===== src/rtl/seq_pkg.sv =====
// Shared definitions for the serial pattern link: FSM encoding and the default
// marker pattern that both the generator and the detector agree on.
package seq_pkg;

   typedef enum logic [1:0] {
      IDLE = 2'b00,
      SEND = 2'b01,
      GAP  = 2'b10,
      DONE = 2'b11
   } seq_state_t;

   localparam logic [4:0] SEQ_PATTERN = 5'b01101;

endpackage


===== src/rtl/sequence_generator_piso.sv =====
// Parallel-in serial-out register, MSB first; a shift feeds zeros into the LSB.
module piso_shift_reg #(
   parameter int W = 5
) (
   input  logic         clk,
   input  logic         rst_n,
   input  logic         i_load,
   input  logic         i_shift,
   input  logic [W-1:0] i_data,
   output logic         o_msb
);

   logic [W-1:0] r_shift;

   always_ff @(posedge clk or negedge rst_n) begin
      if (!rst_n) begin
         r_shift <= '0;
      end else if (i_load) begin
         r_shift <= i_data;
      end else if (i_shift) begin
         r_shift <= {r_shift[W-2:0], 1'b0};
      end
   end

   assign o_msb = r_shift[W-1];

endmodule


===== src/rtl/sequence_generator.sv =====
// Serial pattern transmitter: sends a captured pattern MSB-first, repeated with
// an optional idle gap between repetitions, then pulses done for one cycle.
module sequence_generator
   import seq_pkg::*;
#(
   parameter int PAT_W = 5,
   parameter int CNT_W = 4,
   parameter int GAP_W = 3
) (
   input  logic             clk,
   input  logic             reset,
   input  logic             start,
   input  logic             abort,
   input  logic [PAT_W-1:0] pattern,
   input  logic [CNT_W-1:0] repeat_cnt,
   input  logic [GAP_W-1:0] gap_len,
   output logic             out_bit,
   output logic             out_valid,
   output logic             busy,
   output logic             done
);

   localparam int IDX_W = $clog2(PAT_W);
   localparam logic [IDX_W-1:0] IDX_LAST = IDX_W'(PAT_W - 1);

   seq_state_t       r_state;
   logic [PAT_W-1:0] r_pat;
   logic [IDX_W-1:0] r_idx;
   logic [CNT_W-1:0] r_reps;
   logic [GAP_W-1:0] r_gap_len;
   logic [GAP_W-1:0] r_gap_cnt;

   logic             w_accept;
   logic             w_last_bit;
   logic             w_more;
   logic             w_reload_send;
   logic             w_reload_gap;
   logic             w_load;
   logic             w_shift;
   logic [PAT_W-1:0] w_load_data;
   logic             w_msb;

   assign w_accept      = (r_state == IDLE) && start;
   assign w_last_bit    = (r_state == SEND) && (r_idx == '0);
   assign w_more        = (r_reps > CNT_W'(1));
   assign w_reload_send = w_last_bit && w_more && (r_gap_len == '0) && !abort;
   assign w_reload_gap  = (r_state == GAP) && (r_gap_cnt == GAP_W'(1)) && !abort;

   // The shifter is reloaded from the captured copy at each new repetition.
   assign w_load      = w_accept || w_reload_send || w_reload_gap;
   assign w_load_data = w_accept ? pattern : r_pat;
   assign w_shift     = (r_state == SEND) && !w_load;

   piso_shift_reg #(
      .W (PAT_W)
   ) u_piso (
      .clk     (clk),
      .rst_n   (reset),
      .i_load  (w_load),
      .i_shift (w_shift),
      .i_data  (w_load_data),
      .o_msb   (w_msb)
   );

   always_ff @(posedge clk or negedge reset) begin
      if (!reset) begin
         r_state   <= IDLE;
         r_pat     <= '0;
         r_idx     <= '0;
         r_reps    <= '0;
         r_gap_len <= '0;
         r_gap_cnt <= '0;
      end else begin
         case (r_state)
            IDLE: begin
               if (start) begin
                  r_pat     <= pattern;
                  r_reps    <= (repeat_cnt == '0) ? CNT_W'(1) : repeat_cnt;
                  r_gap_len <= gap_len;
                  r_idx     <= IDX_LAST;
                  r_state   <= SEND;
               end
            end
            SEND: begin
               if (abort) begin
                  r_state <= IDLE;
               end else if (r_idx != '0) begin
                  r_idx <= r_idx - IDX_W'(1);
               end else if (!w_more) begin
                  r_state <= DONE;
               end else if (r_gap_len == '0) begin
                  r_idx  <= IDX_LAST;
                  r_reps <= r_reps - CNT_W'(1);
               end else begin
                  r_gap_cnt <= r_gap_len;
                  r_state   <= GAP;
               end
            end
            GAP: begin
               if (abort) begin
                  r_state <= IDLE;
               end else if (r_gap_cnt == GAP_W'(1)) begin
                  r_idx   <= IDX_LAST;
                  r_reps  <= r_reps - CNT_W'(1);
                  r_state <= SEND;
               end else begin
                  r_gap_cnt <= r_gap_cnt - GAP_W'(1);
               end
            end
            default: begin
               r_state <= IDLE;
            end
         endcase
      end
   end

   // Outputs decode straight from registers so reset clears them at once.
   assign out_valid = (r_state == SEND);
   assign out_bit   = out_valid && w_msb;
   assign busy      = (r_state != IDLE);
   assign done      = (r_state == DONE);

endmodule


===== config.mk =====
export PLATFORM = sky130hd
export DESIGN_NAME = sequence_generator
export DESIGN_NICKNAME = d
export VERILOG_FILES = /design/src/rtl/seq_pkg.sv /design/src/rtl/sequence_generator_piso.sv /design/src/rtl/sequence_generator.sv
export SDC_FILE = /design/constraint.sdc
export NUM_CORES = 1
export LEC_CHECK = 0
export CAP_MARGIN = 20
export CORE_MARGIN = 2
export CORE_UTILIZATION = 54
export CTS_BUF_LIST = sky130_fd_sc_hd__clkbuf_4 sky130_fd_sc_hd__clkbuf_8 sky130_fd_sc_hd__clkbuf_16
export DETAILED_ROUTE_END_ITERATION = 12
export MAX_ROUTING_LAYER = met4
export PLACE_DENSITY = 0.85
export SETUP_SLACK_MARGIN = 0.15
export SYNTH_ARGS = -nofsm -noshare
export SYNTH_HDL_FRONTEND = slang
export SYNTH_SLANG_ARGS = --single-unit

===== constraint.sdc =====
create_clock -name clk -period 2.2 [get_ports clk]
set_clock_uncertainty 0.05 [all_clocks]
set_input_delay 0.22 -clock clk [delete_from_list [all_inputs] [get_ports clk]]
set_output_delay 0.22 -clock clk [all_outputs]
set_load 0.01 [all_outputs]

==> impl_metrics.env <==
export IMPL_finalSetupViolCount=0
export IMPL_slew_headroom_pct=70.89
export IMPL_p_per_area_nw_per_um2=1468
export IMPL_port_buffers=19
export IMPL_clock_power_share_pct=7.5
export IMPL_cts_tree="yes"
export IMPL_gr_total_overflow=0
export IMPL_synth_area_sq_um=1511
export IMPL_cts_inserted_buffers=3
export IMPL_core_area_sq_um=2710
export IMPL_ant_nets=0
export IMPL_crit_path_end="u_piso.r_shift[4]$_DFFE_PN0P_"
export IMPL_rows=19
export IMPL_p_comb_share_pct=61.7
export IMPL_rr_startpoint="r_reps[0]$_DFFE_PN0P_"
export IMPL_finalWeightedCongestion=0.9143
export IMPL_layout_nets=192
export IMPL_critPathKind="reg2reg"
export IMPL_syn_num_nets=159
export IMPL_p_int_mw=1.659
export IMPL_hold_violations=0
export IMPL_maxSlewViolCount=0
export IMPL_post_drt_wl_per_cell_um=16.11
export IMPL_met3_length_um=173
export IMPL_cpPeakStageDelay_ps=410
export IMPL_cp_start_kind="flop"
export IMPL_antenna_found_initial=0
export IMPL_worst_pin_slew_ps=435.7
export IMPL_critPathLaunch="r_reps[0]$_DFFE_PN0P_"
export IMPL_htreeDepth=1
export IMPL_postSynthCellCount=135
export IMPL_arrival_ps=2190
export IMPL_cts_hold_buf=0
export IMPL_dr_max_layer_used="met4"
export IMPL_synthToLayoutAreaGrowth_pct=24.09
export IMPL_cts_root_buf="clkbuf_4"
export IMPL_finalWirelength_um=3189
export IMPL_antennaDiodeCount=0
export IMPL_die_area_sq_um=3238
export IMPL_p_leak_nw=0.8302
export IMPL_synth_async_sr_flop_share_pct=100.0
export IMPL_clkLatencyLatePin_ps=320
export IMPL_ir_drop_v=0.001046
export IMPL_syn_area_per_cell_sq_um=11.20
export IMPL_routed_via_density=5.955
export IMPL_place_area_sq_um=1768
export IMPL_required_ps=2370
export IMPL_finalCritPeriodShare_pct=91.59
export IMPL_yosysWarningCount=0
export IMPL_design_area_sq_um=1876
export IMPL_crit_chain="inv_1 > ha_1 > or2_4 > a21o_1 > o221ai_4 > mux2_2"
export IMPL_track_usage_pct=21.69
export IMPL_synth_seq_area_share_pct=41.39
export IMPL_crit_path_top_delay_cell="dfrtp_1"
export IMPL_grt_max_degree=26
export IMPL_tns_ps=0
export IMPL_drc=0
export IMPL_drt_iter0_drc=51
export IMPL_ys_ff_latch=25
export IMPL_dp_hpwl_um=2329
export IMPL_detailedRoute_firstPassIterationCount=4
export IMPL_synth_edf_count=0
export IMPL_fmax_mhz=496.3
export IMPL_ys_flop_type="dfrtp_1"
export IMPL_power_frac_seq_pct=30.8
export IMPL_wl_met2_um=1579
export IMPL_status="finished, final reports clean"
export IMPL_sw_frac_of_total_pct=39.73
export IMPL_io_pins=20
export IMPL_synth_cell_types=41
export IMPL_max_cap_violations=0
export IMPL_r2r_end="u_piso.r_shift[4]$_DFFE_PN0P_"
export IMPL_hold_class="in2async"
export IMPL_rrSetupSlack_ps=190
export IMPL_layout_drive_gt1_share_pct=28.74
export IMPL_crit_fanout=5
export IMPL_grt_first_pass_wirelength_um=5306
export IMPL_first_global_vias=1161
export IMPL_met1_length_um=1386
export IMPL_period_needed_ps=2015
export IMPL_clk_pin_slew_ps=140
export IMPL_start_util_pct=55.77
export IMPL_clock_sinks=25
export IMPL_rsz0062_at_grt="yes"
export IMPL_end_kind="flop"
export IMPL_die_h_um=56.91
export IMPL_switching_power_mw=1.094
export IMPL_die_x_um=56.91
export IMPL_clockBufferDepth=2
export IMPL_routed_via_count=1179
export IMPL_worstRegToRegCells=6
-- metal layers --
layer  track usage, %  vias to the layer above
li1                 -                      557
met4            8.638                        0
met1            28.17                      575
met5                -                        -
met3            3.226                        4
met2            34.15                       43
-- cell usage in the layout, fill, tap and decap left out, types with 2 or more instances in the layout --
cell type        synthesis  layout
a21o_1                   2       2
a21oi_1                  5       5
buf_4                    0       9
buf_6                    0       2
clkbuf_4                 0       3
clkdlybuf4s50_1          0      18
dfrtp_1                 25      24
ha_1                     8       6
inv_1                   13      11
inv_2                    0       2
mux2_2                  18      17
mux2_4                   1       3
mux2i_1                  4       4
nand2_1                  5       5
nand2b_1                 2       2
nor2_1                   8       8
nor2b_1                  3       2
nor3_1                   4       4
o2111ai_1                5       5
o211ai_1                 2       2
o21ai_0                  2       2
or3_1                    3       3
-- power groups by stage --
stage | Combinational, mW | Clock (mW) | Sequential, mW
floorplan | 1.15 | 0 | 0.803
global placement | 1.44 | 0 | 0.830
detailed placement | 1.52 | 0 | 0.847
CTS | 1.57 | 0.212 | 0.836
global route | 1.86 | 0.228 | 0.876
finish | 1.70 | 0.206 | 0.849
-- what timing repair did --
item	in CTS	in global routing
pin swaps	0	2
endpoints found under the setup margin	6	13
buffers inserted	2	4
gates resized for setup	5	8
-- kinds of logic after synthesis --
logic type                 share of synthesized area, %
and+or+nand+nor                                   11.59
AOI/OAI and AO/OA                                 18.71
buffers and inverters                             3.891
adders and majority gates                         6.623
DFF                                               41.39
muxes                                             17.80
-- critical path: cells and delay by family (launching register included) --
family,cells,cell delay (ps)
and+or+nand+nor,1,290
adders and majority gates,1,230
buffers and inverters,1,70
DFF,1,410
AOI/OAI and AO/OA,2,500
muxes,1,370
-- worst min-delay path by stage --
stage                               from                        to  slack (ps)  cells after the start
floorplan                          reset  r_gap_cnt[0]$_DFFE_PN0P_        -130                      0
global placement    r_pat[2]$_DFFE_PN0P_      r_pat[2]$_DFFE_PN0P_         430                      1
detailed placement  r_pat[1]$_DFFE_PN0P_      r_pat[1]$_DFFE_PN0P_         440                      1
CTS                                reset  r_gap_cnt[0]$_DFFE_PN0P_         200                      2
global route                       reset  r_gap_cnt[0]$_DFFE_PN0P_         220                      2
finish                             reset  r_gap_cnt[0]$_DFFE_PN0P_         190                      2
-- metrics by stage --
stage / std cells / total power [mW] / hold slack [ps] / util [%] / worst slack, ps
detailed placement: 188 / 2.367 / 435.5 / 65.24 / 144.9
floorplan: 135 / 1.955 / -125.6 / - / 177.5
global placement: 188 / 2.272 / 433.2 / 65.24 / 211.5
global route: 198 / 2.965 / 217.2 / 69.21 / 124.3
finish: 198 / 2.753 / 189.9 / 69.21 / 185.0
CTS: 194 / 2.620 / 200.2 / 67.36 / 155.8
-- Yosys cell counts, types with 2 or more instances --
| master | n | area share [%] |
|---|---|---|
| dfrtp_1 | 25 | 41 |
| mux2_2 | 18 | 13 |
| inv_1 | 13 | 3.2 |
| ha_1 | 8 | 6.6 |
| nor2_1 | 8 | 2.0 |
| a21oi_1 | 5 | 1.7 |
| nand2_1 | 5 | 1.2 |
| o2111ai_1 | 5 | 2.9 |
| mux2i_1 | 4 | 2.6 |
| nor3_1 | 4 | 1.3 |
| nor2b_1 | 3 | 1.2 |
| or3_1 | 3 | 1.2 |
| a21o_1 | 2 | 0.99 |
| buf_2 | 2 | 0.66 |
| nand2b_1 | 2 | 0.83 |
| o211ai_1 | 2 | 0.99 |
| o21ai_0 | 2 | 0.66 |
-- state kept, by name (all words and copies together), names as in the netlist --
signal,count
r_idx,3
r_gap_cnt,3
r_gap_len,3
u_piso.r_shift,5
r_state,2
r_reps,4
r_pat,5
-- final cells by class --
class	count	area, sq um
flip-flops and latches	25	626.9
fillers	203	834.6
clock buffers	3	22.52
well taps	31	38.79
inverters	13	48.80
multi-input cells	95	854.6
repair buffers	30	279.0
clock inverters	1	5.005
Note: power is estimated with default switching activity, not from simulation.
==> edit 1, RTL diff (config.mk and constraints unchanged) <==
Register the outputs `out_bit`, `busy` and `done`, without a reset; this adds one clock of latency there. The other outputs are not delayed to match. Comments in the files are not updated.
--- a/src/rtl/sequence_generator.sv
+++ b/src/rtl/sequence_generator.sv
@@ -116,9 +116,11 @@
 
    // Outputs decode straight from registers so reset clears them at once.
    assign out_valid = (r_state == SEND);
-   assign out_bit   = out_valid && w_msb;
-   assign busy      = (r_state != IDLE);
-   assign done      = (r_state == DONE);
+   always_ff @(posedge clk) begin
+      out_bit <= out_valid && w_msb;
+      busy    <= (r_state != IDLE);
+      done    <= (r_state == DONE);
+   end
 
 endmodule
 
Check against the original RTL: not equivalent (a bounded check fails within 4 cycles, from zero or initial values and one cycle with reset low).
==> edit 1 against the unedited design <==
- wire length is 1.2% higher
- final area is 4.7% higher
- worst setup slack better by 0.011 ns
- sequential cell count is 3 higher
- maximum frequency is 0.54% higher
- power is 6.5% higher
- final cell count is 2.5% higher
- via count is 2.4% higher
- area after synthesis is 6.0% higher
- clock power is 69% higher
- critical endpoint is now out_valid
- largest power group unchanged
==> edit 1: results (changes against the unedited design) <==
Run status
  – Status: finished clean

Power
  – Combinational share of power: 0.560 (-0.057)
  – Internal power: 1.81 mW (+8.8%)
  – VDD IR max: 0.000913 V (-13%)
  – Tot Pwr: 2.93 mW (+6.5%)
  – Sequential Power Share: 0.321 (+0.013)

Setup path
  – CP endpoint: out_valid
  – RR Endpoint: r_reps[0]$_DFFE_PN0P_
  – CP top delay family: buffers and inverters
  – R2r setup slk: 0.21 ns (+0.02 ns)
  – Arrival @ worst endpoint: 1.73 ns (-0.46 ns)
  – Crit path max fanout: 6 (+1)
  – Largest stage delay, worst path: 0.53 ns (+0.12 ns)
  – Slowest CP cell: clkdlybuf4s50_1

Routing
  – Initial DRC count: 36 (-29%)
  – Vias per cell: 5.95 (-0.15%)
  – Post-Route WL: 3230 microns (+1.2%)

Synthesis
  – Sequential share of the synthesized area: 0.428 (+0.0142)
  – Post-Syn Instances: 142 (+5.2%)
  – Synth cell count leaders: dfrtp_1, mux2_2, inv_1, ha_1
  – FFs w/ async S/R, synth: 0.893 (-0.107)

Placed design
  – Dpl ws: 0.182 ns (+0.0369 ns)
  – RePlAce Congestion: 0.794 (-13%)
  – Total placed cells including tap cells: 194 (+3.2%)
  – Placed Instance Area: 0.00184 sq mm (+4.0%)

Cells and area
  – Final Net Count: 197 (+2.6%)
  – Share of cells above drive strength 1: 0.238 (-0.0491)

CTS
  – Worst skew pair latency: 0.35 ns (+0.03 ns)
  – CTS clock-pin slew for the worst setup and hold paths: 0.16 ns (+0.02 ns)

Global route
  – GRT Util Overall: 0.206 (-0.0109)

STA
  – Worst slew pin tran: 0.479 ns (+0.0436 ns)
  – Min Hold Slack: 0.164 ns (-0.0262 ns)
  – Max Clk Rate: 499 MHz (+0.54%)
-- edit 1: logic make-up (layout without fill, tap and decap cells) --
logic type	count (synthesis)	in the layout	synth area share
AOI/OAI and AO/OA	32	32	0.177
adders and majority gates	8	8	0.0625
buffers and inverters	17	47	0.0516
DFF	28	28	0.428
muxes	23	23	0.159
and+or+nand+nor	34	34	0.122
-- edit 1: metal layers --
layer,GRT usage,part of all wire,vias up
li1,-,-,582
met1,0.254,0.45,599
met2,0.343,0.51,21
met3,0.0242,0.024,5
met4,0.0831,0.018,0
met5,-,0,-
-- edit 1: area by class of cell --
cell class	instances	area, sq um
inverter	14	52.6
multi-input combinational	97	870
sequential	28	686
tap	31	38.8
timing repair buffer	29	265
clock buffer	3	22.5
fill	202	817
clock inverter	1	30.0
-- edit 1: repair_timing --
action,CTS,global route
setup buffers,1,4
setup endpoints to repair,1,10
hold buffers,0,0
resized for setup,1,5
==> edit 2, RTL diff (config.mk and constraints unchanged) <==
Made on the original files. `PAT_W`: 5 -> 10.
--- a/src/rtl/sequence_generator.sv
+++ b/src/rtl/sequence_generator.sv
@@ -3,7 +3,7 @@
 module sequence_generator
    import seq_pkg::*;
 #(
-   parameter int PAT_W = 5,
+   parameter int PAT_W = 10,
    parameter int CNT_W = 4,
    parameter int GAP_W = 3
 ) (
Interface: changed (resized pattern); port bits go from 20 to 25. The function was not compared with the original's and may differ.
==> edit 2 against the unedited design <==
- die area increased by 30%
- combinational power increased by 34%
- area after synthesis increased by 33%
- sequential cell count increased by 11
- final area increased by 43%
- wire length increased by 47%
- power increased by 49%
- sequential power increased by 46%
- maximum frequency decreased by 2.0%
- worst setup slack got worse by 0.042 ns
- critical endpoint is now u_piso.r_shift[2]$_DFFE_PN0P_
- largest cell class unchanged
==> edit 2: results (changes against the unedited design) <==
Synthesis
  – Post-synthesis net count: 209 (+31%)
  – FFs w/ async S/R, synth: 1.00 (unchanged)
  – Yosys cell types: 36 (-12%)
  – Synth cell count leaders: dfrtp_1, mux2_2, inv_1, nand2_1, o21ai_0
  – Synth top area cells: dfrtp_1, mux2_2, ha_1
  – Mean Syn Cell Area: 11.3 sq um (+0.64%)
  – Synth warnings: 0 (unchanged)
  – Sequential share of the synthesized area: 0.449 (+0.0353)

Cells and area
  – Biggest regs: r_pat: 10 flops, u_piso.r_shift: 10 flops
  – Non-filler cells, final: 271 (+37%)
  – Ant diodes: 0 (unchanged)
  – Fill cells: 226 (+11%)
  – Share of cells above drive strength 1: 0.390 (+0.103)

Setup path
  – Reg2reg start: r_idx[0]$_DFFE_PN0P_
  – CP endpoint: u_piso.r_shift[2]$_DFFE_PN0P_
  – CP startpoint kind: register
  – Worst Reg-to-Reg Cells: 6 (unchanged)
  – R2r setup slk: 0.14 ns (-0.04 ns)
  – RR Endpoint: u_piso.r_shift[2]$_DFFE_PN0P_
  – Arrival @ worst endpoint: 2.19 ns (about the same)
  – Crit path max fanout: 6 (+1)

Global route
  – First-pass GRT wire length: 6930 microns (+31%)
  – Pin count of the biggest net entering global routing: 37 (+42%)
  – Initial antenna violation count: 0 (unchanged)
  – Vias in the first global route: 1486 (+28%)
  – GRT Util Overall: 0.227 (+0.0105)

CTS
  – H-tree levels: 2 (+1)
  – CTS Buf Count: 5 (+2)
  – Clock Root Buffer: clkbuf_8
  – CTS clock-pin slew for the worst setup and hold paths: 0.08 ns (-0.06 ns)
  – Worst skew pair latency: 0.30 ns (-0.02 ns)
  – CTS max path bufs: 2 (unchanged)

Power
  – VDD IR max: 0.000821 V (-22%)
  – Net Sw Frac: 0.377 (-0.0208)
  – Leak Pwr: 1.15 nW (+39%)

Routing
  – WL met3: 299 microns (+73%)
  – Metal-1 WL: 1900 microns (+37%)
  – Drt first pass iters: 4 (unchanged)
  – Initial DRC count: 120 (+140%)
  – Via count: 1574 (+34%)
  – Max layer used: met4
  – Post-Route WL: 4700 microns (+47%)
  – Drc violations: 0 (unchanged)
  – WL met2: 2370 microns (+50%)

Placed design
  – Total placed cells including tap cells: 252 (+34%)
  – RePlAce Congestion: 0.849 (-7.2%)
  – Dpl ws: 0.105 ns (-0.0403 ns)
  – Placed Instance Area: 0.00234 sq mm (+32%)
  – Hpwl dp: 2790 microns (+20%)
  – Port Buffers: 24 (+5)

Run status
  – Status: finished clean

Hold path
  – Hold Crit Class: in2async

STA
  – Post-layout min period: 2.06 ns (+0.0417 ns)
  – Slew Limit Headroom: 0.691 (-0.0176)
edit 2: cells by family (layout without fill, tap and decap cells):
group           count (synthesis)  count (layout)  share of synthesized area
compound gates                 40              41                      0.147
fa+ha+maj                      10              10                     0.0624
buf+inv                        20              64                     0.0430
flops                          36              36                      0.449
mux                            34              34                      0.205
simple gates                   38              38                     0.0936
edit 2: cell type report:
type | count | area (sq um) | area share
Clock buffer | 5 | 68.8 | 0.0257
Clock inverter | 3 | 42.5 | 0.0159
Timing Repair Buffer | 43 | 400 | 0.149
Inverter | 13 | 48.8 | 0.0182
Tap cell | 48 | 60.1 | 0.0224
Sequential cell | 36 | 903 | 0.337
Multi-Input combinational cell | 123 | 1160 | 0.432
edit 2: layer usage:
metal | up-vias | global-route usage
met5 | - | -
met3 | 17 | 0.0573
met4 | 0 | 0.0984
met1 | 750 | 0.285
met2 | 75 | 0.351
li1 | 732 | -
edit 2: power groups by stage:
stage	Clock, mW	Combinational [mW]	Sequential [mW]
after global routing	0.635	2.47	1.27
final	0.593	2.28	1.24
after floorplan	0	1.40	1.15
after global placement	0	1.78	1.19
after detailed placement	0	1.84	1.21
after CTS	0.600	2.01	1.21
edit 2: how the worst min path moves through the flow:
stage / from / to / slack [ns] / cells after the start
CTS: reset / r_idx[1]$_DFFE_PN0P_ / 0.30 / 2
global placement: r_pat[6]$_DFFE_PN0P_ / r_pat[6]$_DFFE_PN0P_ / 0.44 / 1
global route: reset / r_state[1]$_DFFE_PN0P_ / 0.34 / 2
detailed placement: r_pat[7]$_DFFE_PN0P_ / r_pat[7]$_DFFE_PN0P_ / 0.44 / 1
floorplan: reset / r_gap_cnt[0]$_DFFE_PN0P_ / -0.13 / 0
finish: reset / r_state[1]$_DFFE_PN0P_ / 0.28 / 2
edit 2: repair_timing:
action,in CTS,in global routing
hold endpoints to repair,0,0
pin swaps,5,9
gates cloned,1,0
setup buffers,2,8
endpoints found under the setup margin,12,22
resized for setup,18,24
edit 2: worst max-delay path, stage by stage, from the launching register on:
cell     delay [ns]
dfrtp_1        0.41
inv_2          0.09
ha_2           0.18
nor3b_4        0.30
o311a_4        0.28
a221o_2        0.30
mux2_4         0.33
